--- src/rtl/data_mem_arbiter_if.sv ---
// Requester ports A/B plus the shared data-memory port of data_mem_arbiter.
// slave = arbiter side, master = requesters and memory side.
interface data_mem_arbiter_if;
  logic        a_req;
  logic [31:0] a_addr;
  logic [31:0] a_wdata;
  logic        a_we;
  logic [3:0]  a_sign_mask;
  logic        a_ack;
  logic [31:0] a_rdata;

  logic        b_req;
  logic [31:0] b_addr;
  logic [31:0] b_wdata;
  logic        b_we;
  logic [3:0]  b_sign_mask;
  logic        b_ack;
  logic [31:0] b_rdata;

  logic        err;

  logic [31:0] mem_addr;
  logic [31:0] mem_write_data;
  logic [3:0]  mem_sign_mask;
  logic        mem_memread;
  logic        mem_memwrite;
  logic [31:0] mem_read_data;
  logic        mem_stall;

  modport slave (
    input  a_req, a_addr, a_wdata, a_we, a_sign_mask,
    input  b_req, b_addr, b_wdata, b_we, b_sign_mask,
    input  mem_read_data, mem_stall,
    output a_ack, a_rdata, b_ack, b_rdata, err,
    output mem_addr, mem_write_data, mem_sign_mask, mem_memread, mem_memwrite
  );

  modport master (
    output a_req, a_addr, a_wdata, a_we, a_sign_mask,
    output b_req, b_addr, b_wdata, b_we, b_sign_mask,
    output mem_read_data, mem_stall,
    input  a_ack, a_rdata, b_ack, b_rdata, err,
    input  mem_addr, mem_write_data, mem_sign_mask, mem_memread, mem_memwrite
  );
endinterface

--- src/rtl/data_mem_arbiter.sv ---
// Round-robin arbiter sharing one data-memory port between requesters A and B,
// with a latched command, busy/stall sequencing and a stall watchdog.
module data_mem_arbiter #(
  parameter int TIMEOUT = 16
) (
  input  logic              clk,
  input  logic              rst_n,
  data_mem_arbiter_if.slave bus
);
  typedef enum logic [1:0] {IDLE, ISSUE, WAIT} state_t;

  typedef struct packed {
    logic [31:0] addr;
    logic [31:0] wdata;
    logic        we;
    logic [3:0]  sign_mask;
  } cmd_t;

  localparam logic [7:0] TO_M1 = 8'(TIMEOUT - 1);

  state_t      state, state_nx;
  cmd_t        cmd_q, a_cmd, b_cmd;
  logic        gnt_b_q, last_b_q;
  logic [7:0]  wd_cnt;
  logic        a_ack_q, b_ack_q, err_q;
  logic [31:0] a_rdata_q, b_rdata_q;
  logic        a_elig, b_elig, pick_b, done, abort;

  assign a_cmd = '{bus.a_addr, bus.a_wdata, bus.a_we, bus.a_sign_mask};
  assign b_cmd = '{bus.b_addr, bus.b_wdata, bus.b_we, bus.b_sign_mask};

  // A port whose ack is high this cycle may still be holding req; ignore it.
  assign a_elig = bus.a_req & ~a_ack_q;
  assign b_elig = bus.b_req & ~b_ack_q;
  assign pick_b = b_elig & (~a_elig | ~last_b_q);

  assign done  = (state == WAIT) & ~bus.mem_stall;
  assign abort = (state == WAIT) & bus.mem_stall & (wd_cnt == TO_M1);

  always_ff @(posedge clk) begin
    if (!rst_n) state <= IDLE;
    else        state <= state_nx;
  end

  always_comb begin
    state_nx = state;
    case (state)
      IDLE:    if (a_elig | b_elig) state_nx = ISSUE;
      ISSUE:   state_nx = WAIT;
      WAIT:    if (done | abort) state_nx = IDLE;
      default: state_nx = IDLE;
    endcase
  end

  // Strobes drop combinationally in the completion cycle so the memory never re-samples.
  always_comb begin
    bus.mem_memread  = 1'b0;
    bus.mem_memwrite = 1'b0;
    if (state == ISSUE || (state == WAIT && bus.mem_stall)) begin
      bus.mem_memread  = ~cmd_q.we;
      bus.mem_memwrite = cmd_q.we;
    end
  end

  always_ff @(posedge clk) begin
    if (!rst_n) begin
      cmd_q     <= '0;
      gnt_b_q   <= 1'b0;
      last_b_q  <= 1'b1;
      wd_cnt    <= '0;
      a_ack_q   <= 1'b0;
      b_ack_q   <= 1'b0;
      err_q     <= 1'b0;
      a_rdata_q <= '0;
      b_rdata_q <= '0;
    end else begin
      a_ack_q <= 1'b0;
      b_ack_q <= 1'b0;
      err_q   <= 1'b0;
      case (state)
        IDLE: begin
          if (a_elig | b_elig) begin
            cmd_q    <= pick_b ? b_cmd : a_cmd;
            gnt_b_q  <= pick_b;
            last_b_q <= pick_b;
          end
        end
        ISSUE: wd_cnt <= '0;
        WAIT: begin
          if (!bus.mem_stall) begin
            if (gnt_b_q) b_ack_q <= 1'b1;
            else         a_ack_q <= 1'b1;
            if (!cmd_q.we) begin
              if (gnt_b_q) b_rdata_q <= bus.mem_read_data;
              else         a_rdata_q <= bus.mem_read_data;
            end
          end else begin
            wd_cnt <= wd_cnt + 8'd1;
            if (abort) begin
              if (gnt_b_q) b_ack_q <= 1'b1;
              else         a_ack_q <= 1'b1;
              err_q <= 1'b1;
            end
          end
        end
        default: ;
      endcase
    end
  end

  assign bus.a_ack          = a_ack_q;
  assign bus.b_ack          = b_ack_q;
  assign bus.err            = err_q;
  assign bus.a_rdata        = a_rdata_q;
  assign bus.b_rdata        = b_rdata_q;
  assign bus.mem_addr       = cmd_q.addr;
  assign bus.mem_write_data = cmd_q.wdata;
  assign bus.mem_sign_mask  = cmd_q.sign_mask;
endmodule
--- src/flat_wrapper.sv ---
// flat-port wrapper written by rule: the top's interface ports become plain ports
module data_mem_arbiter_flat 
#(
  parameter int TIMEOUT = 16
)
  (clk, rst_n, bus_a_req, bus_a_addr, bus_a_wdata, bus_a_we, bus_a_sign_mask, bus_b_req, bus_b_addr, bus_b_wdata, bus_b_we, bus_b_sign_mask, bus_mem_read_data, bus_mem_stall, bus_a_ack, bus_a_rdata, bus_b_ack, bus_b_rdata, bus_err, bus_mem_addr, bus_mem_write_data, bus_mem_sign_mask, bus_mem_memread, bus_mem_memwrite);
  data_mem_arbiter_if bus_i ();
  input  logic clk;
  input  logic rst_n;
  input wire logic [$bits(bus_i.a_req)-1:0] bus_a_req;
  input wire logic [$bits(bus_i.a_addr)-1:0] bus_a_addr;
  input wire logic [$bits(bus_i.a_wdata)-1:0] bus_a_wdata;
  input wire logic [$bits(bus_i.a_we)-1:0] bus_a_we;
  input wire logic [$bits(bus_i.a_sign_mask)-1:0] bus_a_sign_mask;
  input wire logic [$bits(bus_i.b_req)-1:0] bus_b_req;
  input wire logic [$bits(bus_i.b_addr)-1:0] bus_b_addr;
  input wire logic [$bits(bus_i.b_wdata)-1:0] bus_b_wdata;
  input wire logic [$bits(bus_i.b_we)-1:0] bus_b_we;
  input wire logic [$bits(bus_i.b_sign_mask)-1:0] bus_b_sign_mask;
  input wire logic [$bits(bus_i.mem_read_data)-1:0] bus_mem_read_data;
  input wire logic [$bits(bus_i.mem_stall)-1:0] bus_mem_stall;
  output wire logic [$bits(bus_i.a_ack)-1:0] bus_a_ack;
  output wire logic [$bits(bus_i.a_rdata)-1:0] bus_a_rdata;
  output wire logic [$bits(bus_i.b_ack)-1:0] bus_b_ack;
  output wire logic [$bits(bus_i.b_rdata)-1:0] bus_b_rdata;
  output wire logic [$bits(bus_i.err)-1:0] bus_err;
  output wire logic [$bits(bus_i.mem_addr)-1:0] bus_mem_addr;
  output wire logic [$bits(bus_i.mem_write_data)-1:0] bus_mem_write_data;
  output wire logic [$bits(bus_i.mem_sign_mask)-1:0] bus_mem_sign_mask;
  output wire logic [$bits(bus_i.mem_memread)-1:0] bus_mem_memread;
  output wire logic [$bits(bus_i.mem_memwrite)-1:0] bus_mem_memwrite;
  assign bus_i.a_req = bus_a_req;
  assign bus_i.a_addr = bus_a_addr;
  assign bus_i.a_wdata = bus_a_wdata;
  assign bus_i.a_we = bus_a_we;
  assign bus_i.a_sign_mask = bus_a_sign_mask;
  assign bus_i.b_req = bus_b_req;
  assign bus_i.b_addr = bus_b_addr;
  assign bus_i.b_wdata = bus_b_wdata;
  assign bus_i.b_we = bus_b_we;
  assign bus_i.b_sign_mask = bus_b_sign_mask;
  assign bus_i.mem_read_data = bus_mem_read_data;
  assign bus_i.mem_stall = bus_mem_stall;
  assign bus_a_ack = bus_i.a_ack;
  assign bus_a_rdata = bus_i.a_rdata;
  assign bus_b_ack = bus_i.b_ack;
  assign bus_b_rdata = bus_i.b_rdata;
  assign bus_err = bus_i.err;
  assign bus_mem_addr = bus_i.mem_addr;
  assign bus_mem_write_data = bus_i.mem_write_data;
  assign bus_mem_sign_mask = bus_i.mem_sign_mask;
  assign bus_mem_memread = bus_i.mem_memread;
  assign bus_mem_memwrite = bus_i.mem_memwrite;
  data_mem_arbiter #(.TIMEOUT(TIMEOUT)) u_core (.clk(clk), .rst_n(rst_n), .bus(bus_i));
endmodule
--- config.mk ---
export PLATFORM = sky130hd
export DESIGN_NAME = data_mem_arbiter_flat
export DESIGN_NICKNAME = d
export VERILOG_FILES = /design/src/rtl/data_mem_arbiter_if.sv /design/src/rtl/data_mem_arbiter.sv /design/src/flat_wrapper.sv
export SDC_FILE = /design/constraint.sdc
export NUM_CORES = 1
export LEC_CHECK = 0
export ABC_AREA = 0
export CAP_MARGIN = 20
export CORE_ASPECT_RATIO = 0.7
export CORE_MARGIN = 2
export CORE_UTILIZATION = 41
export DETAILED_ROUTE_END_ITERATION = 7
export PLACE_DENSITY = 0.78
export SYNTH_ARGS = -nofsm -noshare
export SYNTH_HDL_FRONTEND = slang
export SYNTH_SLANG_ARGS = --single-unit
export TNS_END_PERCENT = 20
--- constraint.sdc ---
create_clock -name clk -period 1.54 [get_ports clk]
set_input_delay 0.308 -clock clk [delete_from_list [all_inputs] [get_ports clk]]
set_output_delay 0.308 -clock clk [all_outputs]
set_load 0.01 [all_outputs]
==> Word level (Yosys, flattened, before mapping) <==
Cells that the tools add are included.
{ "totals": {"regBits": 148, "in_bits": 175, "out_inout_bits": 137, "wordCells": 62} }
{ "op_classes": {"addsub": 1, "n_eq_ne": 6, "mux": 15, "n_bitwise": 16, "reduce_logical": 11} }
{ "op_table": {"columns": ["op", "count"], "rows": [
  ["$mux 69", 1],
  ["$pmux 8 s2", 1],
  ["$mux 1", 9],
  ["$add 8x1->8 const B", 1],
  ["$eq 8x4->1 const B", 1],
  ["$mux 8", 1],
  ["$reduce_and 2->1", 4],
  ["$reduce_and 4->1", 2],
  ["$not 1->1", 7],
  ["$and 1x1->1", 6],
  ["$pmux 2 s3", 1],
  ["$mux 2", 2],
  ["$ne 2x2->1 const B", 2],
  ["$or 1x1->1", 3],
  ["$reduce_and 3->1", 1],
  ["$eq 2x1->1 const B", 1],
  ["$eq 2x2->1 const B", 1],
  ["$logic_not 2->1", 1],
  ["$ne 2x1->1 const B", 1],
  ["$reduce_bool 2->1", 1],
  ["$logic_and 1x1->1", 1],
  ["$logic_or 1x1->1", 1]
]} }

==> Logic depth before layout (Yosys ltp) <==
Gate-level depths: netlist (run 1).
{ "logic_depth": {"word_depth": 6, "depth_mapped": 7, "ltp_nobuf": 5} }

==> Least setup slack after synthesis (run 1) <==
Ideal clock, no wire load.
{ "synth_path": {"path_kind": "register to register", "from": "register u_core.a_ack_q, in the netlist u_core.bus.a_ack", "to": "register u_core.cmd_q, in the netlist u_core.bus.mem_addr[0]", "setup_time_ns": 0.074, "arrival_time_ns": 1.226, "required_time_ns": 1.466, "setup_slack_ns": 0.240, "stages_incl_launch_ff": 7, "path_buffers": 2, "period_less_slack_ns": 1.300, "path_cell_list": "dfxtp_1 nand3b_1 and2_1 buf_2 clkbuf_1 nand2_1 a31oi_1"} }
{ "synth_via": {"elab_chain_cells": 6, "elab_cells_between_ends": 8, "classes_between": "mux: 1; bitwise: 6; reduce/logical: 1"} }
{ "synth_lines": {"columns": ["element", "line_no", "source"], "rows": [
  ["start: declaration", "data_mem_arbiter.sv:25", "logic a_ack_q, b_ack_q, err_q;"],
  ["start signal: assignment", "data_mem_arbiter.sv:71", "a_ack_q <= 1'b0;"],
  ["start signal: assignment", "data_mem_arbiter.sv:77", "a_ack_q <= 1'b0;"],
  ["start signal: assignment", "data_mem_arbiter.sv:92", "else a_ack_q <= 1'b1;"],
  ["$not 1->1 (*)", "data_mem_arbiter.sv:33", "assign a_elig = bus.a_req & ~a_ack_q;"],
  ["$and 1x1->1 (*)", "data_mem_arbiter.sv:33", null],
  ["$not 1->1", "data_mem_arbiter.sv:35", "assign pick_b = b_elig & (~a_elig | ~last_b_q);"],
  ["$or 1x1->1", "data_mem_arbiter.sv:35", null],
  ["$and 1x1->1", "data_mem_arbiter.sv:35", null],
  ["$mux 69", "data_mem_arbiter.sv:83", "cmd_q <= pick_b ? b_cmd : a_cmd;"],
  ["end signal: assignment", "data_mem_arbiter.sv:83", null],
  ["end: declaration", "data_mem_arbiter.sv:22", "cmd_t cmd_q, a_cmd, b_cmd;"]
]} }
Mark *: on every way between the ends. The rest lies on a longest branch, timed or not.
A chain may end at the register's enable or synchronous reset.

==> Worst setup path in the final report (run 1) <==
{ "layout_path": {"from": "register u_core.state[0]", "to": "output port bus_mem_memwrite"} }
{ "layout_via": {"elab_chain_cells": 4, "elab_cells_between_ends": 5, "classes_between": "eq/ne: 2; mux: 1; reduce/logical: 2"} }
{ "layout_lines": {"columns": ["element", "line_no", "source"], "rows": [
  ["start: declaration", "data_mem_arbiter.sv:21", "state_t state, state_nx;"],
  ["start signal: assignment", "data_mem_arbiter.sv:42", "else state <= state_nx;"],
  ["$eq 2x2->1", "data_mem_arbiter.sv:59", "if (state == ISSUE || (state == WAIT && bus.mem_stall)) begin"],
  ["$logic_and 1x1->1", "data_mem_arbiter.sv:59", null],
  ["$logic_or 1x1->1 (*)", "data_mem_arbiter.sv:59", null],
  ["$mux 1 (*)", "data_mem_arbiter.sv:59", null],
  ["end: declaration", "flat_wrapper.sv:31", "output wire logic [$bits(bus_i.mem_memwrite)-1:0] bus_mem_memwrite;"]
]} }
Marked as above.

==> results of run 1 <==
==> power breakdown <==
group	total, uW	internal, uW	switching (uW)
clock	4060	2320	1740
combinational	2100	1110	987
sequential	4240	4110	134
total	10400	7540	2860
==> per-stage QoR <==
stage,std cells,total power [uW]
detailed placement,1235,6440
floorplan,826,5470
CTS,1268,10300
finish,1283,10400
global placement,1235,6420
global route,1283,10800
==> layout make-up <==
class | count | share of cell area
repair buffers | 354 | 0.344
flip-flops and latches | 148 | 0.291
multi-input cells | 547 | 0.283
clock buffers | 18 | 0.0431
well taps | 200 | 0.0245
clock inverters | 14 | 0.0137
inverters | 2 | 0.000736
==> flip-flops by register name (all words and copies together) (netlist names) <==
| register | count |
|---|---|
| u_core.bus.a_ack | 1 |
| u_core.bus.a_rdata | 32 |
| u_core.bus.b_ack | 1 |
| u_core.bus.b_rdata | 32 |
| u_core.bus.err | 1 |
| u_core.bus.mem_addr | 32 |
| u_core.bus.mem_sign_mask | 4 |
| u_core.bus.mem_write_data | 32 |
| u_core.cmd_q | 1 |
| u_core.gnt_b_q | 1 |
| u_core.last_b_q | 1 |
| u_core.state | 2 |
| u_core.wd_cnt | 8 |
==> Yosys cell counts, drive strengths merged (2+ instances only) <==
cell	instances	area, um^2
and2	3	18.8
a21oi	4	20.0
clkbuf	35	131
nand3b	5	37.5
nor4	3	33.8
dfxtp	148	2960
nand3	8	40.0
nand2	271	1020
nand2b	9	56.3
a31oi	72	450
nand4	4	25.0
nor2b	7	43.8
and4	2	17.5
nor3	2	10.0
buf	95	682
a21boi	66	495
inv	2	7.51
nor2	4	15.0
o21ai	76	380
==> worst max-delay path: stages (launching register included) <==
cell and delay, ps:
sky130_fd_sc_hd__dfxtp_2 350, sky130_fd_sc_hd__and2b_1 200, sky130_fd_sc_hd__a21oi_2 190, sky130_fd_sc_hd__buf_4 130, sky130_fd_sc_hd__nor2b_1 30, sky130_fd_sc_hd__buf_2 130
==> placed cells by master (no fill, tap or decap), drive strengths merged <==
| master | count |
|---|---|
| a21boi | 66 |
| a21oi | 4 |
| a31oi | 72 |
| and2 | 3 |
| and2b | 1 |
| and3 | 1 |
| and4 | 2 |
| buf | 41 |
| bufinv | 1 |
| clkbuf | 23 |
| clkdlybuf4s50 | 173 |
| clkinv | 4 |
| clkinvlp | 1 |
| dfxtp | 148 |
| dlygate4sd2 | 135 |
| ha | 1 |
| inv | 10 |
| mux2i | 1 |
| nand2 | 271 |
| nand2b | 9 |
| nand3 | 8 |
| nand3b | 5 |
| nand4 | 4 |
| nand4b | 1 |
| nor2 | 4 |
| nor2b | 7 |
| nor3 | 2 |
| nor3b | 1 |
| nor4 | 3 |
| o2111ai | 1 |
| o211ai | 1 |
| o21a | 2 |
| o21ai | 76 |
| or4 | 1 |
==> what timing repair did <==
action,CTS,global route
setup buffers,1,9
setup endpoints to repair,138,131
hold endpoints to repair,0,0
pin swaps,2,9
cloned,0,6
gates resized for setup,147,60
==> metal layers <==
metal | share of wire | vias up | GRT usage
met3 | 0.075 | 33 | 0.0741
met4 | 0.020 | 0 | 0.0774
li1 | - | 3216 | -
met5 | 0 | - | 0
met2 | 0.46 | 234 | 0.381
met1 | 0.44 | 3019 | 0.278
==> worst paths after layout <==
check / slack [ps] / to
max: -200 / bus_mem_memwrite
min: 250 / u_core.last_b_q$_SDFFE_PN1P_
max reg2reg: -100 / u_core.bus.a_rdata[2]$_SDFFE_PN0P_
min reg2reg: 450 / u_core.bus.b_rdata[8]$_SDFFE_PN0P_
==> kinds of logic after synthesis <==
| kind of cell | after synthesis |
|---|---|
| AND/OR/NAND/NOR | 323 |
| AO/OA/AOI/OAI | 221 |
| flip-flops | 148 |
| buffers and inverters | 132 |
| multiplexers | 1 |
| adder cells (fa/ha/maj) | 1 |
==> out/summary.json, run 1 <==
{
  "row_count": {"value": 38},
  "worstPathRequired": {"value": 1230, "unit": "ps"},
  "critPathKind": {"value": "reg2out"},
  "antenna_cell_count": {"value": 0},
  "grt_antenna_before_repair": {"value": 0},
  "post_dp_cell_area": {"value": 9450, "unit": "um^2"},
  "fill_cells": {"value": 1391},
  "ant_nets": {"value": 0},
  "grt_max_degree": {"value": 58},
  "area_fraction_in_compound_gates_after_synthesis": {"value": 0.210},
  "rsz0062_at_grt": {"value": "yes"},
  "post-route-drc-count": {"value": 0},
  "core-area": {"value": 15500, "unit": "um^2"},
  "totalNegativeSetupSlack": {"value": -2380, "unit": "ps"},
  "ff2ff_path_depth": {"value": 8},
  "final_period_minus_worst_setup_slack": {"value": 1740, "unit": "ps"},
  "cts.path.max_buffers": {"value": 2},
  "dominantRegCellSynth": {"value": "sky130_fd_sc_hd__dfxtp_1"},
  "layout-drive-gt1-share": {"value": 0.0979},
  "multiInputGateArea": {"value": 2890, "unit": "um^2"},
  "grtUsageTotal": {"value": 0.227},
  "routed_wl": {"value": 20800, "unit": "um"},
  "rr_startpoint": {"value": "u_core.state[0]$_SDFFE_PN0P_"},
  "worst_slew_pin_slew": {"value": 306, "unit": "ps"},
  "cts.sink_count": {"value": 148},
  "fmaxAchievable": {"value": 0.575, "unit": "GHz"},
  "detailedPlace.worstSlack": {"value": -399, "unit": "ps"},
  "cts_htree_levels": {"value": 4},
  "hold_viol": {"value": 0},
  "ys_ff_latch": {"value": 148},
  "timing.critical_path.from": {"value": "u_core.state[0]$_SDFFE_PN0P_"},
  "vdd.ir_drop.worst": {"value": 771, "unit": "uV"},
  "final_design_area_no_fill": {"value": 10200, "unit": "um^2"},
  "timing.critical_path.fanout_max": {"value": 3},
  "boundary_pin_count": {"value": 312},
  "synth-edff-count": {"value": 0},
  "post_synth_inst_count": {"value": 826},
  "static-leakage-power": {"value": 0.00440, "unit": "uW"},
  "drt_first_pass_iters": {"value": 4},
  "setup_slack": {"value": -198, "unit": "ps"},
  "skew_final": {"value": 15.3, "unit": "ps"},
  "critPathLaunchType": {"value": "flip-flop"},
  "cts_inserted_buffers": {"value": 17},
  "replace_congestion": {"value": 0.830},
  "detail_route.vias_per_cell": {"value": 5.07},
  "floorplan.die_area": {"value": 17000, "unit": "um^2"},
  "grt_pass1_wl": {"value": 30700, "unit": "um"},
  "syn-cell-area": {"value": 6530, "unit": "um^2"},
  "place.detailed.hpwl": {"value": 14000, "unit": "um"},
  "hold_path_class": {"value": "in2reg"},
  "portion_of_the_post_synthesis_area_used_by_sequential_elements": {"value": 0.454},
  "cts_tree": {"value": "built"},
  "xor_xnor_cell_area_share_of_the_yosys_netlist": {"value": 0},
  "final_min_period_over_clock_period": {"value": 1.13},
  "register_area": {"value": 2960, "unit": "um^2"},
  "netlist-cell-type-count": {"value": 33},
  "detail_route.wl_per_cell": {"value": 16.2, "unit": "um"},
  "globalRoute.totalOverflow": {"value": 0},
  "synth_adder_area_share": {"value": 0.00192},
  "dr.first_iter.drc_count": {"value": 416},
  "asyncSetResetFlopFracSynth": {"value": 0},
  "final_util": {"value": 0.656},
  "starting_density_of_the_core": {"value": 0.420},
  "signed_area_change_from_the_synthesized_netlist_to_the_final_layout": {"value": 56.2, "unit": "%"},
  "clk_pin_slew": {"value": 60, "unit": "ps"},
  "timing.critical_path.to_type": {"value": "primary output"},
  "via_count": {"value": 6502},
  "muxShareOfSynthArea": {"value": 0.00153},
  "max-cap-violations": {"value": 0},
  "violations": {"value": "setup timing"},
  "combinational_family_with_the_most_area_after_synthesis": {"value": "compound AO/OA/AOI/OAI gates"},
  "critPathArrivalTime": {"value": 1430, "unit": "ps"},
  "timing_max_transition_violations_final": {"value": 0},
  "timing.hold.worst.start": {"value": "rst_n"},
  "setup_viol": {"value": 34},
  "clkLatencyLatePin": {"value": 410, "unit": "ps"},
  "outcome": {"value": "finished with violations"},
  "worst_slew_margin_rel": {"value": 0.796},
  "die_h": {"value": 110, "unit": "um"},
  "die_w": {"value": 155, "unit": "um"},
  "portBuffers": {"value": 311},
  "post_synth_and_or_nand_nor_area_fraction": {"value": 0.207},
  "mappedNetlistNets": {"value": 1002},
  "clk_root_buffer_cell": {"value": "sky130_fd_sc_hd__clkbuf_16"},
  "synthesis.yosys.warnings": {"value": 0},
  "via_count_of_the_first_global_routing_pass": {"value": 5995},
  "post_cts_hold_buffers": {"value": 0},
  "p_per_area": {"value": 1020, "unit": "nW/um^2"},
  "min_path_cells": {"value": 2},
  "hold_ws": {"value": 248, "unit": "ps"},
  "nNetsFinal": {"value": 1246},
  "synth_area_per_cell": {"value": 7.91, "unit": "um^2"}
}
No activity file was read; power rests on OpenSTA's default activity.
==> run 2, diff against run 1 <==
--- a/config.mk
+++ b/config.mk
@@ -7,11 +7,12 @@
 export LEC_CHECK = 0
 export ABC_AREA = 0
 export CAP_MARGIN = 20
-export CORE_ASPECT_RATIO = 0.7
+export CORE_ASPECT_RATIO = 2
 export CORE_MARGIN = 2
 export CORE_UTILIZATION = 41
 export DETAILED_ROUTE_END_ITERATION = 7
 export PLACE_DENSITY = 0.78
+export SLEW_MARGIN = 10
 export SYNTH_ARGS = -nofsm -noshare
 export SYNTH_HDL_FRONTEND = slang
 export SYNTH_SLANG_ARGS = --single-unit
==> run 2 against run 1 <==
The flow still finishes with violations (setup timing). Register-to-register slack gained 110 ps. Clock skew down 4.7 ps. Total power increased by 5.6%. Sequential power hardly changed. Combinational power is 5% higher. Global-route usage is 0.31 points higher. Critical path depth down 1. Final area increased by 0.37%. Critical path type unchanged. Highest routed layer unchanged.
==> out/summary.json, run 2 (synthesis gave the netlist of run 1 again) <==
{
  "timing_max_transition_violations_final": {"value": 0},
  "detail_route.wl_per_cell": {"value": 16.0, "unit": "um"},
  "outcome": {"value": "finished with violations"},
  "via_count_of_the_first_global_routing_pass": {"value": 6204},
  "report.power.total": {"value": 11000, "unit": "uW"},
  "detail_route.vias_per_cell": {"value": 5.01},
  "power.share.sequential": {"value": 0.387},
  "clk_pin_slew": {"value": 60, "unit": "ps"},
  "grt_max_degree": {"value": 82},
  "worstPathRequired": {"value": 1230, "unit": "ps"},
  "post-route-drc-count": {"value": 0},
  "vdd.ir_drop.worst": {"value": 762, "unit": "uV"},
  "detailedPlace.worstSlack": {"value": -387, "unit": "ps"},
  "portBuffers": {"value": 311},
  "core-area": {"value": 15700, "unit": "um^2"},
  "replace_congestion": {"value": 0.842},
  "static-leakage-power": {"value": 0.00439, "unit": "uW"},
  "final_min_period_over_clock_period": {"value": 1.06},
  "boundary_pin_count": {"value": 312},
  "p_per_area": {"value": 1070, "unit": "nW/um^2"},
  "setup_viol": {"value": 2},
  "ant_nets": {"value": 0},
  "drt_first_pass_iters": {"value": 4},
  "dr.first_iter.drc_count": {"value": 177},
  "setup_slack": {"value": -93.5, "unit": "ps"},
  "fill_cells": {"value": 1381},
  "nNetsFinal": {"value": 1247},
  "globalRoute.totalOverflow": {"value": 0},
  "cts_htree_levels": {"value": 4},
  "critPathKind": {"value": "reg2out"},
  "cts_inserted_buffers": {"value": 17},
  "violations": {"value": "setup timing"},
  "antenna_cell_count": {"value": 0},
  "cts.path.max_buffers": {"value": 2},
  "via_count": {"value": 6423},
  "fmaxAchievable": {"value": 0.612, "unit": "GHz"},
  "timing.critical_path.to_type": {"value": "primary output"},
  "clk_root_buffer_cell": {"value": "sky130_fd_sc_hd__clkbuf_16"},
  "most-common-layout-cells": {"value": "270 x sky130_fd_sc_hd__nand2_1, 173 x sky130_fd_sc_hd__clkdlybuf4s50_1, 146 x sky130_fd_sc_hd__dfxtp_1"},
  "power.combinational.fraction": {"value": 0.202},
  "post_cts_hold_buffers": {"value": 0},
  "critPathLaunchType": {"value": "flip-flop"},
  "hold_viol": {"value": 0},
  "row_count": {"value": 65},
  "clkLatencyLatePin": {"value": 420, "unit": "ps"},
  "rsz0062_at_grt": {"value": "yes"},
  "worst_slew_pin_slew": {"value": 316, "unit": "ps"},
  "worst_slew_margin_rel": {"value": 0.787},
  "starting_density_of_the_core": {"value": 0.416},
  "power.share.clock": {"value": 0.412},
  "cts_tree": {"value": "built"},
  "layout_commonest_cell": {"value": "sky130_fd_sc_hd__nand2_1"},
  "cts.sink_count": {"value": 148},
  "die_h": {"value": 182, "unit": "um"},
  "layout-drive-gt1-share": {"value": 0.0833},
  "signed_area_change_from_the_synthesized_netlist_to_the_final_layout": {"value": 56.7, "unit": "%"},
  "switching_share": {"value": 0.249},
  "routed_wl": {"value": 20500, "unit": "um"},
  "floorplan.die_area": {"value": 17000, "unit": "um^2"},
  "hold_path_class": {"value": "in2reg"},
  "grtUsageTotal": {"value": 0.230},
  "skew_final": {"value": 10.5, "unit": "ps"},
  "timing.critical_path.fanout_max": {"value": 3},
  "grt_antenna_before_repair": {"value": 0},
  "max-cap-violations": {"value": 0},
  "p_sw": {"value": 2730, "unit": "uW"},
  "place.detailed.hpwl": {"value": 13800, "unit": "um"},
  "final_period_minus_worst_setup_slack": {"value": 1630, "unit": "ps"},
  "grt_pass1_wl": {"value": 30900, "unit": "um"},
  "internal_power": {"value": 8240, "unit": "uW"},
  "die_w": {"value": 93.2, "unit": "um"},
  "critPathArrivalTime": {"value": 1330, "unit": "ps"}
}
run 2: cell count changes in the layout (fill, tap and decap cells not counted), sizes merged:
cell and change:
clkbuf +3, clkinv -2, clkinvlp +1, bufinv +4, inv -8, o21a +1
buf -1
run 2: final timing paths:
check / slack, ps / to / cells after the start / startpoint
worst max register to register: 10 / u_core.bus.mem_addr[4]$_SDFFE_PN0P_ / 8 / u_core.state[0]$_SDFFE_PN0P_
worst min-delay path: 390 / u_core.bus.mem_addr[30]$_SDFFE_PN0P_ / 4 / rst_n
worst max-delay path: -90 / bus_mem_memwrite / 4 / u_core.state[0]$_SDFFE_PN0P_
worst min register to register: 450 / u_core.bus.b_rdata[16]$_SDFFE_PN0P_ / 2 / u_core.bus.b_rdata[16]$_SDFFE_PN0P_
run 2: per-layer routing:
metal / routed length (um) / vias to the layer above / track usage
met5: 0 / - / 0
met4: 682 / 0 / 0.105
met3: 1460 / 39 / 0.0690
met2: 11100 / 268 / 0.413
met1: 7250 / 2917 / 0.242
li1: - / 3199 / -
run 2: power groups by stage:
stage               combinational [uW]  clock [uW]  sequential [uW]
detailed placement                2130           0             4330
CTS                               1980        4620             4240
finish                            2210        4520             4240
global placement                  2120           0             4320
floorplan                         1160           0             4310
global route                      2400        4770             4280
run 2: layout make-up:
| cell class | count | area [um^2] | area share |
|---|---|---|---|
| clock buffer | 20 | 457 | 0.0446 |
| clock inverter | 9 | 179 | 0.0175 |
| inverter | 2 | 7.51 | 0.000733 |
| multi-input combinational | 548 | 2830 | 0.277 |
| sequential | 148 | 2970 | 0.290 |
| tap | 201 | 251 | 0.0246 |
| timing repair buffer | 354 | 3540 | 0.346 |
run 2: worst max-delay path, cell delays in order, from the launching register on:
cell,delay [ps]
sky130_fd_sc_hd__dfxtp_2,330
sky130_fd_sc_hd__and2b_2,240
sky130_fd_sc_hd__a21oi_4,150
sky130_fd_sc_hd__nor2b_1,60
sky130_fd_sc_hd__buf_2,130
run 2: stage by stage:
step	utilization	hold WS [ps]	cell area, um^2	TNS [ps]	std cells
after CTS	0.635	352	9960	-286	1267
after global placement	0.603	440	9470	-28530	1237
after detailed placement	0.603	444	9470	-31160	1237
after global routing	0.652	388	10200	-487	1282
final	0.652	387	10200	-183	1282
after floorplan	-	443	6530	0	826
run 2: what timing repair did:
item,CTS,global route
setup buffers,1,6
cloned,0,9
setup endpoints to repair,137,62
pin swaps,1,1
gates resized for setup,155,30
==> run 3, diff against run 2 <==
--- a/config.mk
+++ b/config.mk
@@ -7,7 +7,7 @@
 export LEC_CHECK = 0
 export ABC_AREA = 0
 export CAP_MARGIN = 20
-export CORE_ASPECT_RATIO = 2
+export CORE_ASPECT_RATIO = 1.1
 export CORE_MARGIN = 2
 export CORE_UTILIZATION = 41
 export DETAILED_ROUTE_END_ITERATION = 7
==> run 3 against run 2 <==
The run still ends with setup timing left. Register-to-register slack got worse by 20 ps. Count of clock-buffer cells in the layout fell by 1. Critical path depth rose by 1. Flip-flop and latch count did not move. Die area fell by 0.36%. Sequential share of layout area rose by 0.89 points. Routed wire length fell by 3.8%. Combinational power fell by 11%.
==> out/summary.json, run 3 (synthesis gave the netlist of run 1 again) <==
{
  "outcome": {"value": "finished with violations"},
  "violations": {"value": "setup timing"},
  "clk_root_buffer_cell": {"value": "sky130_fd_sc_hd__clkbuf_16"},
  "replace_congestion": {"value": 0.840},
  "fmaxAchievable": {"value": 0.570, "unit": "GHz"},
  "skew_final": {"value": 7.67, "unit": "ps"},
  "clk_pin_slew": {"value": 60, "unit": "ps"},
  "via_count_of_the_first_global_routing_pass": {"value": 5832},
  "final_min_period_over_clock_period": {"value": 1.14},
  "min_to": {"value": "u_core.last_b_q$_SDFFE_PN1P_"},
  "rr_startpoint": {"value": "u_core.state[1]$_SDFFE_PN0P_"},
  "fill_cells": {"value": 1417},
  "most-common-layout-cells": {"value": "270 x sky130_fd_sc_hd__nand2_1, 173 x sky130_fd_sc_hd__clkdlybuf4s50_1, 146 x sky130_fd_sc_hd__dfxtp_1"},
  "layout-drive-gt1-share": {"value": 0.0738},
  "slowest_delay": {"value": 330, "unit": "ps"},
  "setup_viol": {"value": 6},
  "grt_antenna_before_repair": {"value": 1},
  "critPathBufInv": {"value": 2},
  "cpLargestDelayFamily": {"value": "flip-flops"},
  "hold_path_class": {"value": "in2reg"},
  "cts_inserted_buffers": {"value": 17},
  "final_period_minus_worst_setup_slack": {"value": 1760, "unit": "ps"},
  "boundary_pin_count": {"value": 312},
  "worst_slew_margin_rel": {"value": 0.764},
  "portBuffers": {"value": 311},
  "timing.hold.worst.start": {"value": "rst_n"},
  "clkLatencyLatePin": {"value": 420, "unit": "ps"},
  "hold_viol": {"value": 0},
  "timing.critical_path.fanout_max": {"value": 3},
  "place.detailed.hpwl": {"value": 13900, "unit": "um"},
  "worst_slew_pin_slew": {"value": 351, "unit": "ps"},
  "row_count": {"value": 48},
  "cts.path.max_buffers": {"value": 2},
  "power.combinational.fraction": {"value": 0.191},
  "globalRoute.totalOverflow": {"value": 0},
  "nNetsFinal": {"value": 1235},
  "ff2ff_path_depth": {"value": 7},
  "core-area": {"value": 15600, "unit": "um^2"},
  "p_per_area": {"value": 1040, "unit": "nW/um^2"},
  "cts_tree": {"value": "built"},
  "post-route-drc-count": {"value": 0},
  "power.share.sequential": {"value": 0.413},
  "vdd.ir_drop.worst": {"value": 733, "unit": "uV"},
  "max-cap-violations": {"value": 0},
  "rrSetupSlack": {"value": -10, "unit": "ps"},
  "detail_route.wl_per_cell": {"value": 15.5, "unit": "um"},
  "layout_commonest_cell": {"value": "sky130_fd_sc_hd__nand2_1"},
  "floorplan.die_area": {"value": 17000, "unit": "um^2"},
  "min_path_cells": {"value": 2},
  "setup_slack": {"value": -216, "unit": "ps"},
  "grt_max_degree": {"value": 64},
  "antenna_cell_count": {"value": 0},
  "die_w": {"value": 124, "unit": "um"},
  "p_sw": {"value": 2700, "unit": "uW"},
  "switching_share": {"value": 0.262},
  "post_dp_cell_area": {"value": 9440, "unit": "um^2"},
  "report.power.total": {"value": 10300, "unit": "uW"},
  "cts.sink_count": {"value": 148},
  "critPathArrivalTime": {"value": 1450, "unit": "ps"},
  "cts_htree_levels": {"value": 4},
  "detail_route.vias_per_cell": {"value": 4.98},
  "static-leakage-power": {"value": 0.00426, "unit": "uW"},
  "final_design_area_no_fill": {"value": 9930, "unit": "um^2"},
  "critPathKind": {"value": "reg2out"},
  "rsz0062_at_grt": {"value": "yes"},
  "timing_max_transition_violations_final": {"value": 0},
  "timing.critical_path.to_type": {"value": "primary output"},
  "worst_flop_to_flop_path_endpoint": {"value": "u_core.bus.a_rdata[21]$_SDFFE_PN0P_"},
  "grt_pass1_wl": {"value": 30600, "unit": "um"},
  "slowest_stage": {"value": "sky130_fd_sc_hd__dfxtp_2"},
  "die_h": {"value": 136, "unit": "um"},
  "ant_nets": {"value": 0},
  "worstPathCellList": {"value": "and2b_1, a21oi_2, buf_4, nor2_2, buf_2"},
  "via_count": {"value": 6327},
  "drt_first_pass_iters": {"value": 5},
  "dr.first_iter.drc_count": {"value": 287},
  "power.share.clock": {"value": 0.396},
  "internal_power": {"value": 7600, "unit": "uW"},
  "signed_area_change_from_the_synthesized_netlist_to_the_final_layout": {"value": 52.1, "unit": "%"},
  "starting_density_of_the_core": {"value": 0.418},
  "post_cts_hold_buffers": {"value": 0},
  "routed_wl": {"value": 19700, "unit": "um"},
  "critPathLaunchType": {"value": "flip-flop"},
  "grtUsageTotal": {"value": 0.225},
  "worstPathRequired": {"value": 1230, "unit": "ps"}
}
## run 3: changes by cell type in the layout (fill, tap and decap cells not counted), sizes merged, moves of 2 or more
cell    change
bufinv      -3
clkinv      +3
o21a        -2
clkbuf      -6
inv         +2
buf         -5
## run 3: how the worst max path moves through the flow
| stage | startpoint | to | cells past startpoint |
|---|---|---|---|
| after detailed placement | bus_mem_stall | bus_mem_memwrite | 4 |
| after CTS | u_core.state[0]$_SDFFE_PN0P_ | bus_mem_memread | 5 |
| final | u_core.state[0]$_SDFFE_PN0P_ | bus_mem_memread | 5 |
| after global routing | u_core.state[0]$_SDFFE_PN0P_ | bus_mem_memread | 5 |
| after floorplan | u_core.bus.a_ack$_SDFF_PN0_ | u_core.bus.mem_addr[0]$_SDFFE_PN0P_ | 6 |
| after global placement | bus_mem_stall | bus_mem_memwrite | 4 |
## run 3: per-stage QoR
stage / setup TNS (ps) / util / setup slack [ps] / hold WS [ps] / std cells
floorplan: 0 / - / 240 / 443 / 826
global placement: -37460 / 0.604 / -421 / 440 / 1235
detailed placement: -41000 / 0.604 / -425 / 445 / 1235
CTS: -376 / 0.632 / -190 / 200 / 1268
global route: -3320 / 0.636 / -255 / 225 / 1271
finish: -347 / 0.636 / -216 / 216 / 1271
## run 3: what timing repair did
action                                  CTS  global route
cloned                                    0             1
endpoints found under the setup margin  137            54
pin swaps                                 1             1
buffers inserted                          2             2
resized for setup                       146            14
## run 3: cell type report
type	count	area [um^2]	area share
Sequential cell	148	2970	0.299
Multi-Input combinational cell	546	2780	0.280
Inverter	2	7.51	0.000756
Clock inverter	12	129	0.0130
Clock buffer	19	453	0.0456
Tap cell	200	250	0.0252
Timing Repair Buffer	344	3340	0.337
## run 3: metal layers
| metal | vias to the layer above | share of wire | track usage |
|---|---|---|---|
| li1 | 3182 | - | - |
| met1 | 2859 | 0.40 | 0.260 |
| met2 | 251 | 0.48 | 0.374 |
| met3 | 35 | 0.085 | 0.0858 |
| met4 | 0 | 0.030 | 0.0999 |
| met5 | - | 0 | 0 |
## run 3: power groups by stage
stage / Clock (uW) / Combinational [uW] / Sequential (uW)
6_report: 4080 / 1970 / 4250
5_1_grt: 4340 / 2140 / 4280
4_1_cts: 4170 / 1960 / 4250
3_5_place_dp: 0 / 2120 / 4340
3_3_place_gp: 0 / 2120 / 4330
2_1_floorplan: 0 / 1160 / 4310
==> patch 1: new RTL, config.mk and constraints of run 1 <==
Encoding of `state_t`: now one-hot (3 bits for 3 states).
--- a/src/rtl/data_mem_arbiter.sv
+++ b/src/rtl/data_mem_arbiter.sv
@@ -9,3 +9,3 @@
 );
-  typedef enum logic [1:0] {IDLE, ISSUE, WAIT} state_t;
+  typedef enum logic [2:0] {IDLE = 3'b001, ISSUE = 3'b010, WAIT = 3'b100} state_t;
 
Check against the original RTL: no difference found for any inputs over 4 cycles, from zero or initial values and one cycle with rst_n low; so few cycles prove little.
==> patch 1 against run 1 <==
  * The flow finishes with violations (DRC, setup timing)
  * Sequential share of layout area decreased by 1.7 points
  * Non-clock buffer count rose by 41
  * Design area increased by 7.1%
  * Register-to-register slack worse by 0.06 ns
  * Sequential cell count is 1 higher
  * Area after synthesis down 0.84%
  * Total power up 6.8%
  * Count of clock-buffer cells in the layout increased by 2
  * Routed wire length rose by 6.4%
  * Sequential power increased by 2%
  * Die area fell by 0.82%
  * Worst setup slack better by 0.037 ns
  * Critical path depth up 3
  * Critical endpoint is now u_core.bus.a_rdata[7]
  * Largest cell class unchanged
  * Largest power group unchanged
  * Highest routed layer unchanged
==> patch 1: results (changes against run 1) <==
The length of routed wiring on met1 is 9.58 mm (+4.7%). The placer congestion estimate was 0.812 (-2.2%); the TritonCTS sink count was 149 (+0.68%). The global-route track usage on met1 was 27.7% (-0.13 points); the compound-gate portion of the synthesized area was 19.1% (-1.9 points).

The sum of negative setup slack was -9.82 ns (-7.44 ns); the total setup buffers inserted after CTS was 3 (+2). The top cell family by delay on the critical path is simple AND/OR/NAND/NOR gates. The average cell area after synthesis is 7.82 um^2 (-1.1%).

The biggest fanout along the worst timing path works out to 8 (+5). The actual transition at the worst max-transition pin is 0.423 ns (+0.117 ns), and the portion of the layout cell area used by clock cells is 5.42% (-0.26 points). The ratio of routed vias to standard cells came out at 5.11 (+0.86%).

Reported leakage power: 4.76 nW (+8.4%). The wire length of the first global-routing pass is 30.6 mm (-0.36%). The logs give -0.161 ns (+0.0366 ns) for the final worst-path setup slack and 65 (+12%) for the largest net degree at the start of global routing. The final core utilization was 70.7% (+5.1 points).

The flow ran to the end, but the final reports show violations. The cell-internal power was 8.05 mW (+6.8%). The detailed placement HPWL was 14.1 mm (+1.3%); the average wire per standard cell was 16.8 um (+3.5%).

The logs give 6086 (+1.5%) for the number of global-route vias before repair and 9600 um^2 (+1.6%) for the area of placed instances. The tools report the data required time at the worst endpoint as 1.88 ns (+0.65 ns). Endpoint of the lowest-slack register-to-register path: u_core.bus.a_rdata[7]. The power in combinational cells came out at 2.60 mW (+24%). For the number of setup violations in the final report, the log shows 122 (+260%). The run gives 39.7% (+1.5 points) as the met2 usage in global routing.

The non-clock buffer instance count of the final layout was 395 (+12%); the DRC violation count after routing was 4 (+4). Layout inverter count without the clock tree: 4 (+2). The worst setup path is captured at a flip-flop. The non-clock buffer contribution to total cell area was 37.4% (+3.0 points). The xor-xnor portion of the synthesized cell area came out at 0.676% (+0.68 points).

The detailed router's first-iteration violation count is 453 (+8.9%). The final reports fail on DRC, setup timing. Yosys attributes the largest share of cell area to sky130_fd_sc_hd__dfxtp_1 (46%), sky130_fd_sc_hd__nand2_1 (12%), sky130_fd_sc_hd__buf_4 (8.6%). The fraction of standard cell area in multi-input logic is 27.3% (-0.97 points), and the worst hold margin is 0.265 ns (+0.0165 ns). The tools report the count of multi-input combinational gates as 539 (-1.5%). The number of gates given a new drive strength after cts is 153 (+4.1%). Total routing resource utilization after global routing: 22.7% (-0.036 points). The startpoint of the worst setup timing path was u_core.state[1]. The number of placed instances with taps included is 1252 (+1.4%).

The commonest cells after synthesis are sky130_fd_sc_hd__nand2_1 (207), sky130_fd_sc_hd__dfxtp_1 (149), sky130_fd_sc_hd__o21ai_0 (100). The setup clock skew after layout was 0.0160 ns (+0.000740 ns); the met3 demand-to-capacity share in global routing was 6.08% (-1.3 points). Register area share after synthesis: 46.1% (+0.69 points).
-- patch 1: cell types whose count changed after synthesis, moves of 4 or more --
cell | run 1 | this run
sky130_fd_sc_hd__nand4_1 | 4 | 0
sky130_fd_sc_hd__xor2_1 | 0 | 5
sky130_fd_sc_hd__nor2b_1 | 7 | 2
sky130_fd_sc_hd__and3_1 | 1 | 5
sky130_fd_sc_hd__clkbuf_1 | 35 | 40
sky130_fd_sc_hd__a21boi_1 | 38 | 1
sky130_fd_sc_hd__nor2_1 | 4 | 11
sky130_fd_sc_hd__nand2_1 | 271 | 207
sky130_fd_sc_hd__buf_1 | 0 | 4
sky130_fd_sc_hd__nand3_1 | 8 | 65
sky130_fd_sc_hd__a21boi_0 | 28 | 0
sky130_fd_sc_hd__nand3b_1 | 5 | 0
sky130_fd_sc_hd__o21ai_0 | 76 | 100
sky130_fd_sc_hd__o21ai_1 | 0 | 35
==> patch 2: new RTL, settings of run 1 <==
Made on the original files. `TIMEOUT` is set to 16 in 2 places; all go to 8.
--- a/src/rtl/data_mem_arbiter.sv
+++ b/src/rtl/data_mem_arbiter.sv
@@ -3,3 +3,3 @@
 module data_mem_arbiter #(
-  parameter int TIMEOUT = 16
+  parameter int TIMEOUT = 8
 ) (
--- a/src/flat_wrapper.sv
+++ b/src/flat_wrapper.sv
@@ -3,3 +3,3 @@
 #(
-  parameter int TIMEOUT = 16
+  parameter int TIMEOUT = 8
 )
Function: same outputs for any inputs over 4 cycles, from zero or initial values and one cycle with rst_n low; that may be too few to reach the edited logic, so the function may still have changed.
==> patch 2 against run 1 <==
  * The flow still finishes with violations (setup timing)
  * Worst setup slack improved by 0.098 ns
  * Total power increased by 5.0%
  * Area after synthesis decreased by 2.4%
  * Global-route usage decreased by 0.35 points
  * Synthesized cell count decreased by 0.12%
  * Routed wire length increased by 5.0%
  * Design area increased by 2.7%
  * Sequential cell count unchanged
  * Clock skew increased by 0.0012 ns
  * Critical path type unchanged
==> patch 2: results (changes against run 1) <==
Number of gates given a new drive strength after cts: 154 (+4.8%). The synthesized netlist net count was 1001 (-0.10%); the clock-pin slew reported for the worst setup and hold paths after clock tree synthesis was 0.06 ns (about the same). The largest net degree at the start of global routing came out at 44 (-24%). The total routing resource utilization after global routing is 22.4% (-0.35 points), and the deepest clock path buffer count is 2 (unchanged). By count the netlist is led by sky130_fd_sc_hd__nand2_1 (271), sky130_fd_sc_hd__dfxtp_1 (148), sky130_fd_sc_hd__buf_4 (73). The number of warnings reported in the yosys synthesis log came out at 0 (unchanged). For the overall via count from detail_route, the log shows 6665 (+2.5%). Sorting the synthesized cells by area gives the leading types as sky130_fd_sc_hd__dfxtp_1 (46%), sky130_fd_sc_hd__nand2_1 (16%), sky130_fd_sc_hd__buf_4 (8.6%).

For the reported leakage power, the log shows 4.49 nW (+2.1%). The run gives 4 (unchanged) as the number of H-tree levels. The peak per-stage delay on the critical path came out at 0.36 ns.

The largest individual stage delay along the critical path comes from the cell sky130_fd_sc_hd__dfxtp_4. The actual transition at the worst max-transition pin is 0.339 ns (+0.0328 ns), and the fraction of synthesis flops using an asynchronous set or reset pin is 0% (unchanged). Detailed router's first-iteration violation count: 432 (+3.8%). The run gives 0.0165 ns (+0.00124 ns) as the setup clock skew after layout. For the number of CTS-inserted buffers, the log shows 17 (unchanged). The run gives 0.807 (-2.8%) as the placer congestion estimate.

The initial antenna violation count is 1 (+1). For the number of nets at the end of the flow, the log shows 1266 (+1.6%). The flow ran to the end, but the final reports show violations. The fill cell total of the finished layout is 1281 (-7.9%).

The area of placed instances is 9340 um^2 (-1.2%). The number of placed instances with taps included came out at 1236 (+0.081%). The checks that failed: setup timing. The number of port buffers came out at 311 (unchanged).

The biggest fanout along the worst timing path works out to 3 (unchanged). The wire length of the first global-routing pass was 30.1 mm (-2.1%); the synthesized netlist cell count was 825 (-0.12%). The tree is rooted in a sky130_fd_sc_hd__clkbuf_16. The tools report the number of setup violations in the final report as 73 (+110%).

The run gives 0.751 mV (-2.5%) as the maximum resistive drop on vdd. The class of the worst hold path is in2reg. The total setup buffers inserted after CTS came out at 3 (+2). Among cell families on the critical path, the largest total delay comes from flip-flops.

The first-pass iteration count of the detailed router is 4 (unchanged). The worst slack after detailed placement is -0.357 ns (+0.0416 ns), and the total detailed-routing wirelength is 21.9 mm (+5.0%). The logs give 1.33 ns (-0.10 ns) for the data arrival time of the worst path and 13.5 mm (-3.0%) for the detailed placement HPWL. The average wire per standard cell works out to 16.8 um (+3.3%).

The commonest register cell after synthesis is sky130_fd_sc_hd__dfxtp_1. The logs give -0.101 ns (+0.0975 ns) for the final worst-path setup slack and 46.5% (+1.1 points) for the register area share after synthesis. The clock reaches the later pin of the worst-skew pair after 0.42 ns. Layout cell share with drive strength beyond 1: 12.5% (+2.7 points). The distinct cell type count after synthesis was 38 (+15%). The tools report the number of global-route vias before repair as 6145 (+2.5%).
-- patch 2: cell families after synthesis --
family | share of synthesized area [%]
and+or+nand+nor | 20.8
AOI/OAI and AO/OA | 19.3
adders and majority gates | 0.196
buffers and inverters | 13.2
DFF | 46.5
-- patch 2: metrics by stage --
stage / total power [mW] / TNS, ns
6_report: 10.9 / -2.89
5_1_grt: 11.3 / -8.02
4_1_cts: 10.6 / -0.242
3_5_place_dp: 6.43 / -36.96
3_3_place_gp: 6.41 / -32.40
2_1_floorplan: 5.45 / 0
-- patch 2: worst paths after layout --
kind,from,endpoint,slack [ns],depth (start not counted)
hold reg to reg,u_core.bus.a_rdata[8],u_core.bus.a_rdata[8],0.45,2
setup reg to reg,u_core.state[0],u_core.bus.a_rdata[3],-0.09,8
setup / recovery,u_core.state[0],bus_mem_memread,-0.10,4
hold / removal,rst_n,u_core.wd_cnt[3],0.32,3
-- patch 2: area by class of cell --
cell class / count / area [um^2] / area share [%]
flip-flops and latches: 148 / 2970 / 28.3
well taps: 200 / 250 / 2.39
inverters: 5 / 18.8 / 0.179
clock inverters: 15 / 183 / 1.74
clock buffers: 17 / 425 / 4.06
multi-input cells: 544 / 2740 / 26.1
repair buffers: 374 / 3890 / 37.1
diodes: 1 / 2.50 / 0.0239
-- patch 2: power by group --
group / switching [mW] / internal [mW]
logic: 1.06 / 1.29
clock network: 1.85 / 2.47
registers: 0.148 / 4.10
-- patch 2: metal layers --
metal / routed length [um] / track usage, % / share of wire (%) / vias to the layer above
li1: - / - / - / 3262
met1: 9540 / 27.0 / 44 / 3115
met2: 10500 / 38.9 / 48 / 250
met3: 1370 / 5.17 / 6.3 / 38
met4: 491 / 8.99 / 2.2 / 0
met5: 0 / 0 / 0 / -
